## config.mk

```make
export PLATFORM = sky130hd
export DESIGN_NAME = memdma_flat
export DESIGN_NICKNAME = d
export VERILOG_FILES = /design/src/rtl/memdma_if.sv /design/src/rtl/memdma.sv /design/src/flat_wrapper.sv
export SDC_FILE = /design/constraint.sdc
export NUM_CORES = 1
export LEC_CHECK = 0
export ABC_CLOCK_PERIOD_IN_PS = 2000
export CAP_MARGIN = 40
export CORE_ASPECT_RATIO = 1.4
export CORE_MARGIN = 2
export CORE_UTILIZATION = 46
export DETAILED_ROUTE_END_ITERATION = 10
export GPL_ROUTABILITY_DRIVEN = 0
export GPL_TIMING_DRIVEN = 0
export PLACE_DENSITY = 0.78
export SYNTH_ARGS = -nofsm -noshare
export SYNTH_HDL_FRONTEND = slang
export SYNTH_SLANG_ARGS = --single-unit
export TNS_END_PERCENT = 20
```

## constraint.sdc

```tcl
create_clock -name clk -period 2 [get_ports clk]
set_input_delay 0.4 -clock clk [delete_from_list [all_inputs] [get_ports clk]]
set_output_delay 0.4 -clock clk [all_outputs]
set_load 0.01 [all_outputs]
```

## src/rtl/memdma_if.sv

```systemverilog
// memdma_if: cs/rd/wr/nwait bus between the memdma engine and one hub master port.
//   master: engine side (drives strobes, addr, wdata, mask; receives nwait, rdata)
//   slave : hub side
interface memdma_if;
  logic        cs;
  logic        rd;
  logic        wr;
  logic [1:0]  mask;
  logic        nwait;
  logic [25:0] addr;
  logic [15:0] wdata;
  logic [15:0] rdata;

  modport master (
    output cs, rd, wr, mask, addr, wdata,
    input  nwait, rdata
  );

  modport slave (
    input  cs, rd, wr, mask, addr, wdata,
    output nwait, rdata
  );
endinterface

```

## src/rtl/memdma.sv

```systemverilog
// memdma: bus-master copy/fill engine. Moves len halfwords from src_addr to
// dst_addr with alternating single reads and writes on the hub port.
// Ports:
//   clk, reset (async active-low)
//   start, abort         : control pulses
//   fill, pattern        : fill mode select / fill value (sampled at start)
//   src_addr, dst_addr   : byte addresses, bit 0 ignored
//   len                  : halfword count
//   busy, done, remaining: status
//   bus                  : memdma_if.master (cs/rd/wr/mask/addr/wdata/nwait/rdata)
// Build option: define MEMDMA_FILL_EN to honour fill/pattern; otherwise the
// engine always copies and the fill data path is not built.
module memdma #(
  parameter int unsigned LEN_W = 16
) (
  input  logic             clk,
  input  logic             reset,
  input  logic             start,
  input  logic             abort,
  input  logic             fill,
  input  logic [25:0]      src_addr,
  input  logic [25:0]      dst_addr,
  input  logic [LEN_W-1:0] len,
  input  logic [15:0]      pattern,
  output logic             busy,
  output logic             done,
  output logic [LEN_W-1:0] remaining,
  memdma_if.master         bus
);

  localparam int unsigned AW = 26;
  localparam int unsigned DW = 16;

  typedef enum logic [2:0] {
    S_IDLE, S_RD, S_RD_GAP, S_WR, S_WR_GAP, S_FIN
  } state_t;

  state_t           state_q, state_d;
  logic [AW-1:0]    src_q, src_d, dst_q, dst_d, addr_q, addr_d;
  logic [DW-1:0]    buf_q, buf_d, wdata_q, wdata_d;
  logic [LEN_W-1:0] rem_q, rem_d;
  logic             busy_q, busy_d, done_q, done_d;
  logic             cs_q, cs_d, rd_q, rd_d, wr_q, wr_d;
  logic             abort_q, abort_d;

  logic             start_acc;
  logic             start_fill;
  logic             run_fill;
  logic [DW-1:0]    wr_word;
  logic [DW-1:0]    start_word;
  logic             abort_pend;
  logic [AW-1:0]    src_start, dst_start;

  assign start_acc  = (state_q == S_IDLE) && start && (len != '0);
  assign abort_pend = abort_q | abort;
  assign src_start  = src_addr & ~AW'(1);
  assign dst_start  = dst_addr & ~AW'(1);

`ifdef MEMDMA_FILL_EN
  logic          fill_q;
  logic [DW-1:0] pat_q;

  // Fill mode and pattern are held for the whole transfer.
  always_ff @(posedge clk or negedge reset) begin
    if (!reset) begin
      fill_q <= 1'b0;
      pat_q  <= '0;
    end else if (start_acc) begin
      fill_q <= fill;
      pat_q  <= pattern;
    end
  end

  assign start_fill = fill;
  assign run_fill   = fill_q;
  assign wr_word    = fill_q ? pat_q : buf_q;
  assign start_word = pattern;
`else
  logic unused_fill;
  assign unused_fill = ^{fill, pattern};
  assign start_fill  = 1'b0;
  assign run_fill    = 1'b0;
  assign wr_word     = buf_q;
  assign start_word  = buf_q;
`endif

  // State and registered outputs.
  always_ff @(posedge clk or negedge reset) begin
    if (!reset) begin
      state_q <= S_IDLE;
      src_q   <= '0;
      dst_q   <= '0;
      addr_q  <= '0;
      buf_q   <= '0;
      wdata_q <= '0;
      rem_q   <= '0;
      busy_q  <= 1'b0;
      done_q  <= 1'b0;
      cs_q    <= 1'b0;
      rd_q    <= 1'b0;
      wr_q    <= 1'b0;
      abort_q <= 1'b0;
    end else begin
      state_q <= state_d;
      src_q   <= src_d;
      dst_q   <= dst_d;
      addr_q  <= addr_d;
      buf_q   <= buf_d;
      wdata_q <= wdata_d;
      rem_q   <= rem_d;
      busy_q  <= busy_d;
      done_q  <= done_d;
      cs_q    <= cs_d;
      rd_q    <= rd_d;
      wr_q    <= wr_d;
      abort_q <= abort_d;
    end
  end

  // Next state and next registered outputs; strobes default low (gap cycles).
  always_comb begin
    state_d = state_q;
    src_d   = src_q;
    dst_d   = dst_q;
    addr_d  = addr_q;
    buf_d   = buf_q;
    wdata_d = wdata_q;
    rem_d   = rem_q;
    busy_d  = busy_q;
    done_d  = 1'b0;
    cs_d    = 1'b0;
    rd_d    = 1'b0;
    wr_d    = 1'b0;
    abort_d = abort_q | abort;

    case (state_q)
      S_IDLE: begin
        // Abort while idle, or together with start, is dropped.
        abort_d = 1'b0;
        if (start) begin
          if (len == '0) begin
            state_d = S_FIN;
            done_d  = 1'b1;
            busy_d  = 1'b0;
            rem_d   = '0;
          end else begin
            src_d  = src_start;
            dst_d  = dst_start;
            rem_d  = len;
            busy_d = 1'b1;
            cs_d   = 1'b1;
            if (start_fill) begin
              state_d = S_WR;
              wr_d    = 1'b1;
              addr_d  = dst_start;
              wdata_d = start_word;
            end else begin
              state_d = S_RD;
              rd_d    = 1'b1;
              addr_d  = src_start;
            end
          end
        end
      end

      S_RD: begin
        if (bus.nwait) begin
          buf_d   = bus.rdata;
          src_d   = src_q + AW'(2);
          state_d = S_RD_GAP;
        end else begin
          cs_d = 1'b1;
          rd_d = 1'b1;
        end
      end

      S_RD_GAP: begin
        if (abort_pend) begin
          state_d = S_FIN;
          done_d  = 1'b1;
          busy_d  = 1'b0;
        end else begin
          state_d = S_WR;
          cs_d    = 1'b1;
          wr_d    = 1'b1;
          addr_d  = dst_q;
          wdata_d = wr_word;
        end
      end

      S_WR: begin
        if (bus.nwait) begin
          dst_d   = dst_q + AW'(2);
          rem_d   = rem_q - LEN_W'(1);
          state_d = S_WR_GAP;
        end else begin
          cs_d = 1'b1;
          wr_d = 1'b1;
        end
      end

      S_WR_GAP: begin
        if ((rem_q == '0) || abort_pend) begin
          state_d = S_FIN;
          done_d  = 1'b1;
          busy_d  = 1'b0;
        end else if (run_fill) begin
          state_d = S_WR;
          cs_d    = 1'b1;
          wr_d    = 1'b1;
          addr_d  = dst_q;
          wdata_d = wr_word;
        end else begin
          state_d = S_RD;
          cs_d    = 1'b1;
          rd_d    = 1'b1;
          addr_d  = src_q;
        end
      end

      S_FIN: begin
        state_d = S_IDLE;
        abort_d = 1'b0;
      end

      default: begin
        state_d = S_IDLE;
        busy_d  = 1'b0;
        abort_d = 1'b0;
      end
    endcase
  end

  assign busy      = busy_q;
  assign done      = done_q;
  assign remaining = rem_q;
  assign bus.cs    = cs_q;
  assign bus.rd    = rd_q;
  assign bus.wr    = wr_q;
  assign bus.mask  = 2'b00;
  assign bus.addr  = addr_q;
  assign bus.wdata = wdata_q;

endmodule

```

## src/flat_wrapper.sv

```systemverilog
// flat-port wrapper written by rule: the top's interface ports become plain ports
module memdma_flat 
#(
  parameter int unsigned LEN_W = 16
)
  (clk, reset, start, abort, fill, src_addr, dst_addr, len, pattern, busy, done, remaining, bus_cs, bus_rd, bus_wr, bus_mask, bus_addr, bus_wdata, bus_nwait, bus_rdata);
  memdma_if bus_i ();
  input  logic clk;
  input  logic reset;
  input  logic start;
  input  logic abort;
  input  logic fill;
  input  logic [25:0] src_addr;
  input  logic [25:0] dst_addr;
  input  logic [LEN_W-1:0] len;
  input  logic [15:0] pattern;
  output logic busy;
  output logic done;
  output logic [LEN_W-1:0] remaining;
  output wire logic [$bits(bus_i.cs)-1:0] bus_cs;
  output wire logic [$bits(bus_i.rd)-1:0] bus_rd;
  output wire logic [$bits(bus_i.wr)-1:0] bus_wr;
  output wire logic [$bits(bus_i.mask)-1:0] bus_mask;
  output wire logic [$bits(bus_i.addr)-1:0] bus_addr;
  output wire logic [$bits(bus_i.wdata)-1:0] bus_wdata;
  input wire logic [$bits(bus_i.nwait)-1:0] bus_nwait;
  input wire logic [$bits(bus_i.rdata)-1:0] bus_rdata;
  assign bus_cs = bus_i.cs;
  assign bus_rd = bus_i.rd;
  assign bus_wr = bus_i.wr;
  assign bus_mask = bus_i.mask;
  assign bus_addr = bus_i.addr;
  assign bus_wdata = bus_i.wdata;
  assign bus_i.nwait = bus_nwait;
  assign bus_i.rdata = bus_rdata;
  memdma #(.LEN_W(LEN_W)) u_core (.clk(clk), .reset(reset), .start(start), .abort(abort), .fill(fill), .src_addr(src_addr), .dst_addr(dst_addr), .len(len), .pattern(pattern), .busy(busy), .done(done), .remaining(remaining), .bus(bus_i));
endmodule
```

==> results of run 1 <==
==> metrics by stage <==
stage               hold WS [ns]  setup slack, ns
floorplan                  0.104           -0.186
global placement           0.481            -4.91
detailed placement         0.491            -1.05
CTS                       0.0543          -0.0560
global route              0.0798           -0.109
finish                    0.0271          -0.0958
==> cells by family after synthesis <==
kind of cell,after synthesis
adders and majority gates,4
AOI/OAI and AO/OA,271
buffers and inverters,67
DFF,133
and+or+nand+nor,283
muxes,35
other,1
==> repair_timing <==
action | 4_1_cts | 5_1_grt
endpoints found under the setup margin | 129 | 111
hold buffers | 0 | 0
cloned | 2 | 0
resized for setup | 148 | 115
buffers inserted | 14 | 10
pin swaps | 15 | 14
hold endpoints to repair | 0 | 0
==> power by group through the flow <==
stage,clock (mW),combinational [mW],sequential [mW]
floorplan,0,4.63,5.24
global placement,0,7.72,5.24
detailed placement,0,7.87,5.29
CTS,3.28,8.53,5.30
global route,3.42,10.0,5.65
finish,3.25,9.36,5.49
==> path summary, 6_finish.rpt <==
| path | from | endpoint | slack (ns) | cells past startpoint |
|---|---|---|---|---|
| setup / recovery | len[7] | u_core.dst_q[1] | -0.1 | 8 |
| hold / removal | reset | u_core.remaining[10] | 0.03 | 1 |
| setup reg to reg | u_core.state_q[1] | u_core.bus.addr[16] | 0.01 | 8 |
| hold reg to reg | u_core.buf_q[1] | u_core.buf_q[1] | 0.50 | 1 |
| max in group asynchronous | reset | u_core.src_q[8] | 1.23 | 2 |
| min in group clk | len[8] | u_core.remaining[8] | 0.28 | 3 |
==> final cells by class <==
class | instances | area (sq um) | area share (%)
flip-flops and latches | 133 | 3330 | 32.4
clock buffers | 17 | 425 | 4.14
plain buffers | 56 | 427 | 4.15
repair buffers | 177 | 1720 | 16.7
well taps | 192 | 240 | 2.34
clock inverters | 15 | 183 | 1.78
inverters | 8 | 30.0 | 0.292
multi-input cells | 595 | 3920 | 38.1
==> placed cells by master, fill, tap and decap left out, types with 16 or more instances in the layout <==
| master | instances |
|---|---|
| sky130_fd_sc_hd__clkdlybuf4s50_1 | 130 |
| sky130_fd_sc_hd__dfrtp_1 | 128 |
| sky130_fd_sc_hd__nand2_1 | 81 |
| sky130_fd_sc_hd__nor2_1 | 77 |
| sky130_fd_sc_hd__a21oi_1 | 64 |
| sky130_fd_sc_hd__a31oi_1 | 36 |
| sky130_fd_sc_hd__o21ai_0 | 35 |
| sky130_fd_sc_hd__mux2_2 | 32 |
| sky130_fd_sc_hd__buf_4 | 31 |
| sky130_fd_sc_hd__nand3_1 | 29 |
| sky130_fd_sc_hd__a22oi_1 | 28 |
| sky130_fd_sc_hd__o22ai_1 | 22 |
| sky130_fd_sc_hd__nand4_1 | 19 |
| sky130_fd_sc_hd__clkbuf_2 | 18 |
| sky130_fd_sc_hd__clkbuf_16 | 17 |
| sky130_fd_sc_hd__a2bb2oi_1 | 16 |
==> state kept, by name, summed over array words and instances, names as in the netlist <==
| name | count |
|---|---|
| u_core.abort_q | 1 |
| u_core.buf_q | 16 |
| u_core.bus.addr | 26 |
| u_core.bus.cs | 1 |
| u_core.bus.rd | 1 |
| u_core.bus.wdata | 16 |
| u_core.bus.wr | 1 |
| u_core.busy | 1 |
| u_core.done | 1 |
| u_core.dst_q | 25 |
| u_core.remaining | 16 |
| u_core.src_q | 25 |
| u_core.state_q | 3 |
==> layer usage <==
| layer | track usage, % | wire length [um] | up-vias |
|---|---|---|---|
| li1 | - | - | 3351 |
| met1 | 35.9 | 9070 | 3623 |
| met2 | 53.5 | 12800 | 562 |
| met3 | 6.41 | 2320 | 187 |
| met4 | 18.2 | 1870 | 0 |
| met5 | 0 | 0 | - |
==> results.py, run 1 <==
metrics = {
    "run_status": {
        "status": "finished, violations left",
        "violations": "negative setup slack",
    },
    "sta": {
        "final-setup-viol-count": 32,
        "fmaxAchievable_mhz": 477,
        "fin_skew_ns": 0.00923,
        "finalWorstPathRequiredPeriod_ns": 2.10,
        "setup_repair_after_global_routing_missed_its_margin": "true",
        "timing.final.crit_share_pct": 105,
        "tightest_slew_ns": 0.733,
        "worst_setup_margin_ns": -0.0958,
        "timing.final.max_slew_violations": 0,
        "hold_violations": 0,
        "slew-limit-headroom_pct": 51.1,
        "timing.setup.tns_ns": -1.12,
    },
    "power": {
        "leakage_component_of_the_power_nw": 4.15,
        "cellPowerDensity_mw_per_mm2": 1760,
        "cellInternalPower_mw": 10.3,
        "net-switching-power_mw": 7.83,
        "sw_frac_of_total_pct": 43.2,
        "pwr-share-clk_pct": 18.0,
        "p_seq_share_pct": 30.3,
        "comb_power_share_pct": 51.7,
        "power.total_mw": 18.1,
        "power.ir.vdd_worst_v": 0.000819,
    },
    "cells_and_area": {
        "stdcell_count": 1193,
        "antenna_cells": 0,
        "post_route_cell_area_sq_mm": 0.0103,
        "drive_gt1_share_pct": 22.7,
        "final_core_util_pct": 68.0,
        "nNetsFinal": 1098,
        "syn2layout_area_growth_pct": 44.0,
        "fillCellCount": 1159,
    },
    "cts": {
        "clkLatencyLatePin_ns": 0.42,
        "clock_sink_count": 133,
        "clock_tree.htree_level_count": 4,
        "cts_root_buffer": "sky130_fd_sc_hd__clkbuf_16",
        "cts_tree": "built",
        "cts-root-to-sink-buffers": 2,
        "tritoncts.num_buffers": 17,
        "clk_pin_slew_ns": 0.06,
    },
    "routing": {
        "vias_per_cell": 6.47,
        "drt-total-wl_mm": 26.1,
        "detail-route-antenna-nets": 0,
        "drc": 0,
        "drt-wirelength-per-cell_um": 21.8,
        "detailedRoute.firstPassIterationCount": 6,
        "detailedRoute.firstIterationViolations": 889,
        "detailroute.via_count": 7723,
    },
    "synth": {
        "post_synth_edffs": 0,
        "post-synth-top-count-cell": "sky130_fd_sc_hd__dfrtp_1",
        "yosys_warning_count": 0,
        "synth_flop_cell": "sky130_fd_sc_hd__dfrtp_1",
        "yosys-top-cells-count": "sky130_fd_sc_hd__dfrtp_1 (133), sky130_fd_sc_hd__nand2_1 (83), sky130_fd_sc_hd__nor2_1 (83)",
        "synth_seq_area_share_pct": 46.6,
        "number_of_cells_produced_by_synthesis": 794,
        "ys_seq_elements": 133,
        "yosysTopAreaCellShare_pct": 46.6,
        "largest_family_of_logic_cells_by_synthesized_area": "compound AO/OA/AOI/OAI gates",
        "syn-cell-area_sq_mm": 0.00714,
        "synth.area.top_cells": "sky130_fd_sc_hd__dfrtp_1 (47%), sky130_fd_sc_hd__a21oi_1 (5.0%), sky130_fd_sc_hd__mux2_2 (5.0%)",
        "synth_simple_gate_area_share_pct": 18.9,
        "synthAdderAreaFrac_pct": 0.701,
        "synth_area_in_xor_xnor_pct": 0,
        "netlist_cell_types": 57,
        "synth_compound_area_share_pct": 24.1,
        "yosys.area.top_type": "sky130_fd_sc_hd__dfrtp_1",
        "asyncSetResetFlopFracSynth_pct": 100,
        "synthesis.area_per_instance_sq_um": 8.99,
        "post_synth_mux_area_share_pct": 5.47,
    },
    "grt": {
        "grt_remaining_overflow": 0,
        "grt_max_degree": 81,
        "all_layer_global_routing_usage_pct": 31.3,
        "wire_length_of_the_first_global_routing_pass_mm": 39.0,
        "grt_antenna_before_repair": 0,
        "grt_pass1_vias": 7471,
    },
    "die": {
        "placeableCoreArea_sq_mm": 0.0151,
        "chipHeight_um": 151,
        "boundaryPins": 171,
        "die_ar_sq_mm": 0.0165,
        "rows": 53,
        "width_of_the_chip_um": 109,
        "initial_standard_cell_utilization_of_the_core_pct": 47.2,
    },
    "setup_path": {
        "critPathMostFrequentCell": "sky130_fd_sc_hd__buf_6",
        "crit_path_cell_trace": "buf_6 -> or4_4 -> or4_4 -> o21ai_4 -> buf_6 -> buf_6 -> or3_1 -> nand3_1",
        "worst_setup_path_end_kind": "flop",
        "endpoint_required_time_on_the_critical_path_ns": 2.31,
        "crit_path_start_kind": "input port",
        "worst-endpoint-arrival_ns": 2.40,
        "critical-path-max-stage-delay_ns": 0.61,
        "worst_path_max_delay_cell": "sky130_fd_sc_hd__or4_4",
        "timing.critical_path.fanout_max": 5,
        "timing.critical_path.buf_inv": 3,
        "crit_type": "in2reg",
        "crit_path_max_delay_family": "simple AND/OR/NAND/NOR gates",
    },
    "place": {
        "detailed_place_hpwl_mm": 17.4,
        "dpl.cell_count": 1138,
        "placedInstanceArea_sq_mm": 0.00893,
        "port-buffer-count": 149,
    },
    "hold_path": {
        "hold_path_class": "in2async",
    },
    "job": {
        "maxCapViolCount": 0,
    },
}
Power figures use the tool's default switching activity.
==> run 2: changes to the inputs <==
- CELL_PAD_IN_SITES_DETAIL_PLACEMENT: unset -> 1
- CELL_PAD_IN_SITES_GLOBAL_PLACEMENT: unset -> 1
- CORE_UTILIZATION: 46 -> 34
- PLACE_DENSITY: 0.78 -> unset
- PLACE_DENSITY_LB_ADDON: unset -> 0.1
==> run 2 against run 1 <==
  * The flow finishes with violations (negative hold slack, negative setup slack)
  * Sequential share of layout area decreased by 0.31 points
  * Cell area increased by 1.0%
  * Via count is 4.9% lower
  * Clock power shrank 3%
  * First-iteration DRC count shrank 67%
  * Worst setup slack gained 0.048 ns
  * Die area up 34%
  * Cell count grew 6.1%
  * Largest cell class unchanged
  * Largest power group unchanged
  * Highest routed layer unchanged
==> results.py, run 2 (synthesis results as in run 1) <==
metrics = {
    "run_status": {
        "status": "finished, violations left",
        "violations": "negative hold slack, negative setup slack",
    },
    "setup_path": {
        "worst-endpoint-arrival_ns": 2.41,
        "endpoint_required_time_on_the_critical_path_ns": 2.36,
        "crit_type": "in2reg",
        "timing.critical_path.fanout_max": 5,
        "worst_setup_path_end_kind": "flop",
        "crit_path_start_kind": "input port",
    },
    "cts": {
        "clkLatencyLatePin_ns": 0.43,
        "clock_sink_count": 133,
        "tritoncts.num_buffers": 17,
        "cts_hold_buffers": 0,
        "cts_tree": "built",
        "clock_tree.htree_level_count": 4,
        "clk_pin_slew_ns": 0.06,
        "cts-root-to-sink-buffers": 2,
        "cts_root_buffer": "sky130_fd_sc_hd__clkbuf_16",
    },
    "cells_and_area": {
        "drive_gt1_share_pct": 22.5,
        "largest_register_ffs": 26,
        "layout.cells.most_common_list": "sky130_fd_sc_hd__clkdlybuf4s50_1 (131), sky130_fd_sc_hd__dfrtp_1 (127), sky130_fd_sc_hd__nand2_1 (81), sky130_fd_sc_hd__nor2_1 (77), sky130_fd_sc_hd__a21oi_1 (65)",
        "antenna_cells": 0,
        "final_core_util_pct": 50.5,
        "fillCellCount": 2306,
        "stdcell_count": 1266,
        "layout.cells.most_common": "sky130_fd_sc_hd__clkdlybuf4s50_1",
        "nNetsFinal": 1107,
        "syn2layout_area_growth_pct": 45.5,
    },
    "sta": {
        "finalWorstPathRequiredPeriod_ns": 2.05,
        "setup_repair_after_global_routing_missed_its_margin": "true",
        "tightest_slew_ns": 0.695,
        "fin_skew_ns": 0.0119,
        "timing.final.crit_share_pct": 102,
        "slew-limit-headroom_pct": 53.6,
        "timing.setup.tns_ns": -0.236,
        "hold_violations": 14,
        "fmaxAchievable_mhz": 488,
        "fin_worst_hold_slack_ns": -0.0164,
        "timing.final.max_slew_violations": 0,
        "final-setup-viol-count": 11,
        "worst_setup_margin_ns": -0.0480,
    },
    "grt": {
        "all_layer_global_routing_usage_pct": 25.7,
        "wire_length_of_the_first_global_routing_pass_mm": 44.0,
        "grt_antenna_before_repair": 0,
        "grt_max_degree": 69,
        "grt_remaining_overflow": 0,
        "grt_pass1_vias": 7839,
    },
    "die": {
        "rows": 62,
        "boundaryPins": 171,
        "die_ar_sq_mm": 0.0222,
        "chipHeight_um": 175,
        "placeableCoreArea_sq_mm": 0.0206,
        "initial_standard_cell_utilization_of_the_core_pct": 34.7,
        "width_of_the_chip_um": 126,
    },
    "routing": {
        "detail-route-antenna-nets": 0,
        "drt-total-wl_mm": 28.7,
        "drc": 0,
        "detailedRoute.firstIterationViolations": 297,
        "vias_per_cell": 5.80,
        "drt-wirelength-per-cell_um": 22.7,
        "detailroute.via_count": 7344,
        "detailedRoute.firstPassIterationCount": 5,
    },
    "hold_path": {
        "hold_path_class": "in2async",
    },
    "power": {
        "power.ir.vdd_worst_v": 0.000718,
        "cellPowerDensity_mw_per_mm2": 1750,
        "leakage_component_of_the_power_nw": 4.16,
    },
    "place": {
        "detailed_place_hpwl_mm": 20.0,
        "port-buffer-count": 149,
        "pre_cts_slack_ns": -1.17,
        "dpl.cell_count": 1203,
    },
    "job": {
        "maxCapViolCount": 0,
    },
}
-- run 2: report_power, final --
| group | switching, mW | internal [mW] | total (mW) |
|---|---|---|---|
| Clock | 1.32 | 1.85 | 3.16 |
| Sequential | 1.48 | 4.04 | 5.52 |
| Combinational | 5.07 | 4.43 | 9.51 |
| Total | 7.86 | 10.3 | 18.2 |
-- run 2: layout make-up --
type	instances	area, sq um	area share (%)
Multi-Input combinational cell	595	3860	37.2
Sequential cell	133	3340	32.1
Timing Repair Buffer	187	1840	17.7
Clock buffer	18	429	4.13
Buffer	55	415	4.00
Tap cell	256	320	3.08
Clock inverter	14	151	1.46
Inverter	8	30.0	0.289
-- run 2: path summary, 6_finish.rpt --
path,start,endpoint,slack (ns),cells after the start
min,reset,u_core.bus.addr[20],-0.02,1
max reg2reg,u_core.state_q[2],u_core.src_q[9],0.01,7
min in group clk,len[1],u_core.remaining[1],0.31,3
min reg2reg,u_core.buf_q[3],u_core.bus.wdata[3],0.50,1
max,len[5],u_core.src_q[16],-0.05,8
max in group asynchronous,reset,u_core.dst_q[2],1.21,2
-- run 2: per-stage QoR --
stage	cell area, sq um	power, mW
2_1_floorplan	7160	9.87
3_3_place_gp	8970	13.4
3_5_place_dp	9020	13.5
4_1_cts	10100	17.6
5_1_grt	10400	19.3
6_report	10400	18.2
-- run 2: worst max-delay path: stages --
cell and delay, ns:
sky130_fd_sc_hd__clkdlybuf4s15_2 0.21, sky130_fd_sc_hd__or4_4 0.55, sky130_fd_sc_hd__or4_4 0.49, sky130_fd_sc_hd__o21ai_4 0.21, sky130_fd_sc_hd__buf_6 0.18, sky130_fd_sc_hd__buf_12 0.11, sky130_fd_sc_hd__buf_8 0.11, sky130_fd_sc_hd__o22a_1 0.15
-- run 2: timing repair --
action,4_1_cts,5_1_grt
hold endpoints to repair,0,0
gates resized for setup,165,74
cloned,3,0
setup buffers,16,16
pin swaps,13,11
endpoints found under the setup margin,130,111
-- run 2: metal layers --
| metal | GRT usage [%] | share of wire, % | up-vias |
|---|---|---|---|
| li1 | - | - | 3367 |
| met1 | 30.3 | 40 | 3705 |
| met2 | 44.9 | 52 | 206 |
| met3 | 4.87 | 4.1 | 66 |
| met4 | 11.8 | 3.7 | 0 |
| met5 | 0 | 0 | - |
==> run 3: changes to the inputs <==
- RECOVER_POWER: unset -> 25
==> run 3 against run 2 <==
  * The run ends with max-capacitance violations, max-slew violations, negative setup slack left
  * Sequential power about the same
  * Cell count unchanged
  * Worst setup slack better by 0.0012 ns
  * Non-clock buffer count unchanged
  * Clock skew about the same
  * Utilization down 0.091 points
  * Register-to-register slack about the same
  * First-iteration DRC count up 8.4%
==> results.py, run 3 (synthesis results as in run 1) <==
metrics = {
    "routing": {
        "drc": 0,
        "drt-wirelength-per-cell_um": 22.7,
        "detail-route-antenna-nets": 0,
        "detailedRoute.firstPassIterationCount": 5,
        "vias_per_cell": 5.82,
        "drt-total-wl_mm": 28.7,
        "detailroute.via_count": 7372,
        "detailedRoute.firstIterationViolations": 322,
    },
    "cells_and_area": {
        "layout.cells.most_common_list": "sky130_fd_sc_hd__clkdlybuf4s50_1 (131), sky130_fd_sc_hd__dfrtp_1 (127), sky130_fd_sc_hd__nand2_1 (81), sky130_fd_sc_hd__nor2_1 (77), sky130_fd_sc_hd__a21oi_1 (65)",
        "nNetsFinal": 1107,
        "syn2layout_area_growth_pct": 45.2,
        "largest_register_ffs": 26,
        "multi_input_combinational_cell_area_sq_mm": 0.00386,
        "fillCellCount": 2309,
        "seqCellArea_sq_mm": 0.00334,
        "final_core_util_pct": 50.4,
        "antenna_cells": 0,
        "drive_gt1_share_pct": 22.5,
        "layout.cells.most_common": "sky130_fd_sc_hd__clkdlybuf4s50_1",
    },
    "setup_path": {
        "worstReg2RegStart": "u_core.remaining[0]",
        "worst_setup_path_end_kind": "flop",
        "critPathMostFrequentCell": "sky130_fd_sc_hd__or4_4",
        "r2r_end": "u_core.remaining[8]",
        "critical-path-max-stage-delay_ns": 0.55,
        "crit_path_cell_trace": "clkdlybuf4s15_2 -> or4_4 -> or4_4 -> o21ai_4 -> buf_6 -> buf_12 -> buf_8 -> o22a_1",
        "worst-endpoint-arrival_ns": 2.41,
        "worst_r2r_setup_slack_ns": 0.01,
        "worst_path_max_delay_cell": "sky130_fd_sc_hd__or4_4",
        "endpoint_required_time_on_the_critical_path_ns": 2.36,
        "crit_path_max_delay_family": "simple AND/OR/NAND/NOR gates",
        "crit_type": "in2reg",
        "crit_path_start_kind": "input port",
        "timing.critical_path.buf_inv": 4,
        "timing.critical_path.fanout_max": 5,
        "r2r.worst_path.cells": 7,
    },
    "cts": {
        "clkLatencyLatePin_ns": 0.43,
        "cts_tree": "built",
        "clock_sink_count": 133,
        "cts_root_buffer": "sky130_fd_sc_hd__clkbuf_16",
        "clk_pin_slew_ns": 0.06,
        "clock_tree.htree_level_count": 4,
        "tritoncts.num_buffers": 17,
        "cts-root-to-sink-buffers": 2,
    },
    "sta": {
        "worst_setup_margin_ns": -0.0467,
        "fin_worst_hold_slack_ns": 0.304,
        "fmaxAchievable_mhz": 489,
        "fin_skew_ns": 0.0123,
        "tightest_slew_ns": 1.77,
        "timing.final.crit_share_pct": 102,
        "slew-limit-headroom_pct": -17.9,
        "timing.final.max_slew_violations": 66,
        "hold_violations": 0,
        "setup_repair_after_global_routing_missed_its_margin": "true",
        "finalWorstPathRequiredPeriod_ns": 2.05,
        "final-setup-viol-count": 9,
    },
    "grt": {
        "grt_remaining_overflow": 0,
        "grt_max_degree": 69,
        "grt_antenna_before_repair": 0,
        "grt.busiest_layer": "met2",
        "all_layer_global_routing_usage_pct": 25.7,
        "grt_util_met1_pct": 30.3,
        "grt_pass1_vias": 7839,
        "global_route.usage.met3_pct": 4.87,
        "grt_util_met2_pct": 44.9,
        "wire_length_of_the_first_global_routing_pass_mm": 44.0,
    },
    "hold_path": {
        "hold_path_class": "in2reg",
        "min_delay_path_depth": 3,
        "holdPathEnd": "u_core.remaining[10]",
        "worstHoldStart": "len[10]",
    },
    "die": {
        "width_of_the_chip_um": 126,
        "rows": 62,
        "initial_standard_cell_utilization_of_the_core_pct": 34.7,
        "die_ar_sq_mm": 0.0222,
        "chipHeight_um": 175,
        "boundaryPins": 171,
        "placeableCoreArea_sq_mm": 0.0206,
    },
    "run_status": {
        "status": "finished, violations left",
        "violations": "max-capacitance violations, max-slew violations, negative setup slack",
    },
    "power": {
        "power.ir.vdd_worst_v": 0.000725,
        "leakage_component_of_the_power_nw": 4.15,
        "cellPowerDensity_mw_per_mm2": 1750,
        "power.total_mw": 18.2,
    },
    "place": {
        "detailed_place_hpwl_mm": 20.0,
        "port-buffer-count": 149,
    },
    "job": {
        "maxCapViolCount": 1,
    },
}
==> run 3: cell count changes in the layout (fill, tap and decap cells not counted), sizes merged <==
| cell | previous run | this run |
|---|---|---|
| clkbuf | 51 | 52 |
| buf | 71 | 70 |
==> run 3: worst max path at each step <==
stage / startpoint / endpoint / cells after the start
after global placement: reset / u_core.bus.wdata[12] / 1
after detailed placement: start / u_core.dst_q[22] / 6
after global routing: u_core.remaining[0] / u_core.remaining[8] / 7
final: len[5] / u_core.src_q[16] / 8
after floorplan: len[10] / u_core.dst_q[16] / 6
after CTS: len[9] / u_core.src_q[16] / 8
==> run 3: area by class of cell <==
class / count / share of cell area, %
clock inverters: 14 / 1.46
flip-flops and latches: 133 / 32.2
well taps: 256 / 3.09
multi-input cells: 595 / 37.3
plain buffers: 55 / 4.01
clock buffers: 18 / 4.14
inverters: 8 / 0.290
repair buffers: 187 / 17.6
==> run 3: through the flow <==
step	cells	setup TNS, ns	worst slack (ns)	instance area, sq um
after floorplan	795	-4.87	-0.186	7160
after global placement	1200	-800.33	-5.24	8970
after detailed placement	1203	-107.61	-1.17	9020
after CTS	1254	-0.353	-0.0506	10100
after global routing	1266	-1.66	-0.0622	10400
final	1266	-0.201	-0.0467	10400
==> run 3: tightest hold or removal path, cell delays in order <==
cell                        delay, ns
sky130_fd_sc_hd__buf_2           0.09
sky130_fd_sc_hd__o2bb2ai_1       0.06
sky130_fd_sc_hd__a21oi_1         0.13
==> run 3: repair_timing <==
item | CTS | global route
pin swaps | 13 | 11
cloned | 3 | 0
hold buffers | 0 | 0
gates resized for setup | 165 | 74
setup endpoints to repair | 130 | 111
setup buffers | 16 | 16
==> run 3: power by group <==
part | leakage, nW | internal, mW | switching [mW]
Sequential | 1.53 | 4.04 | 1.48
Clock | 0.275 | 1.85 | 1.32
Combinational | 2.35 | 4.43 | 5.06
==> run 3: layer usage <==
layer / routed length (um) / share of wire, % / vias to the layer above
met4: 1040 / 3.6 / 0
met1: 11300 / 40 / 3714
met2: 15000 / 52 / 229
li1: - / - / 3367
met3: 1340 / 4.7 / 62
met5: 0 / 0 / -
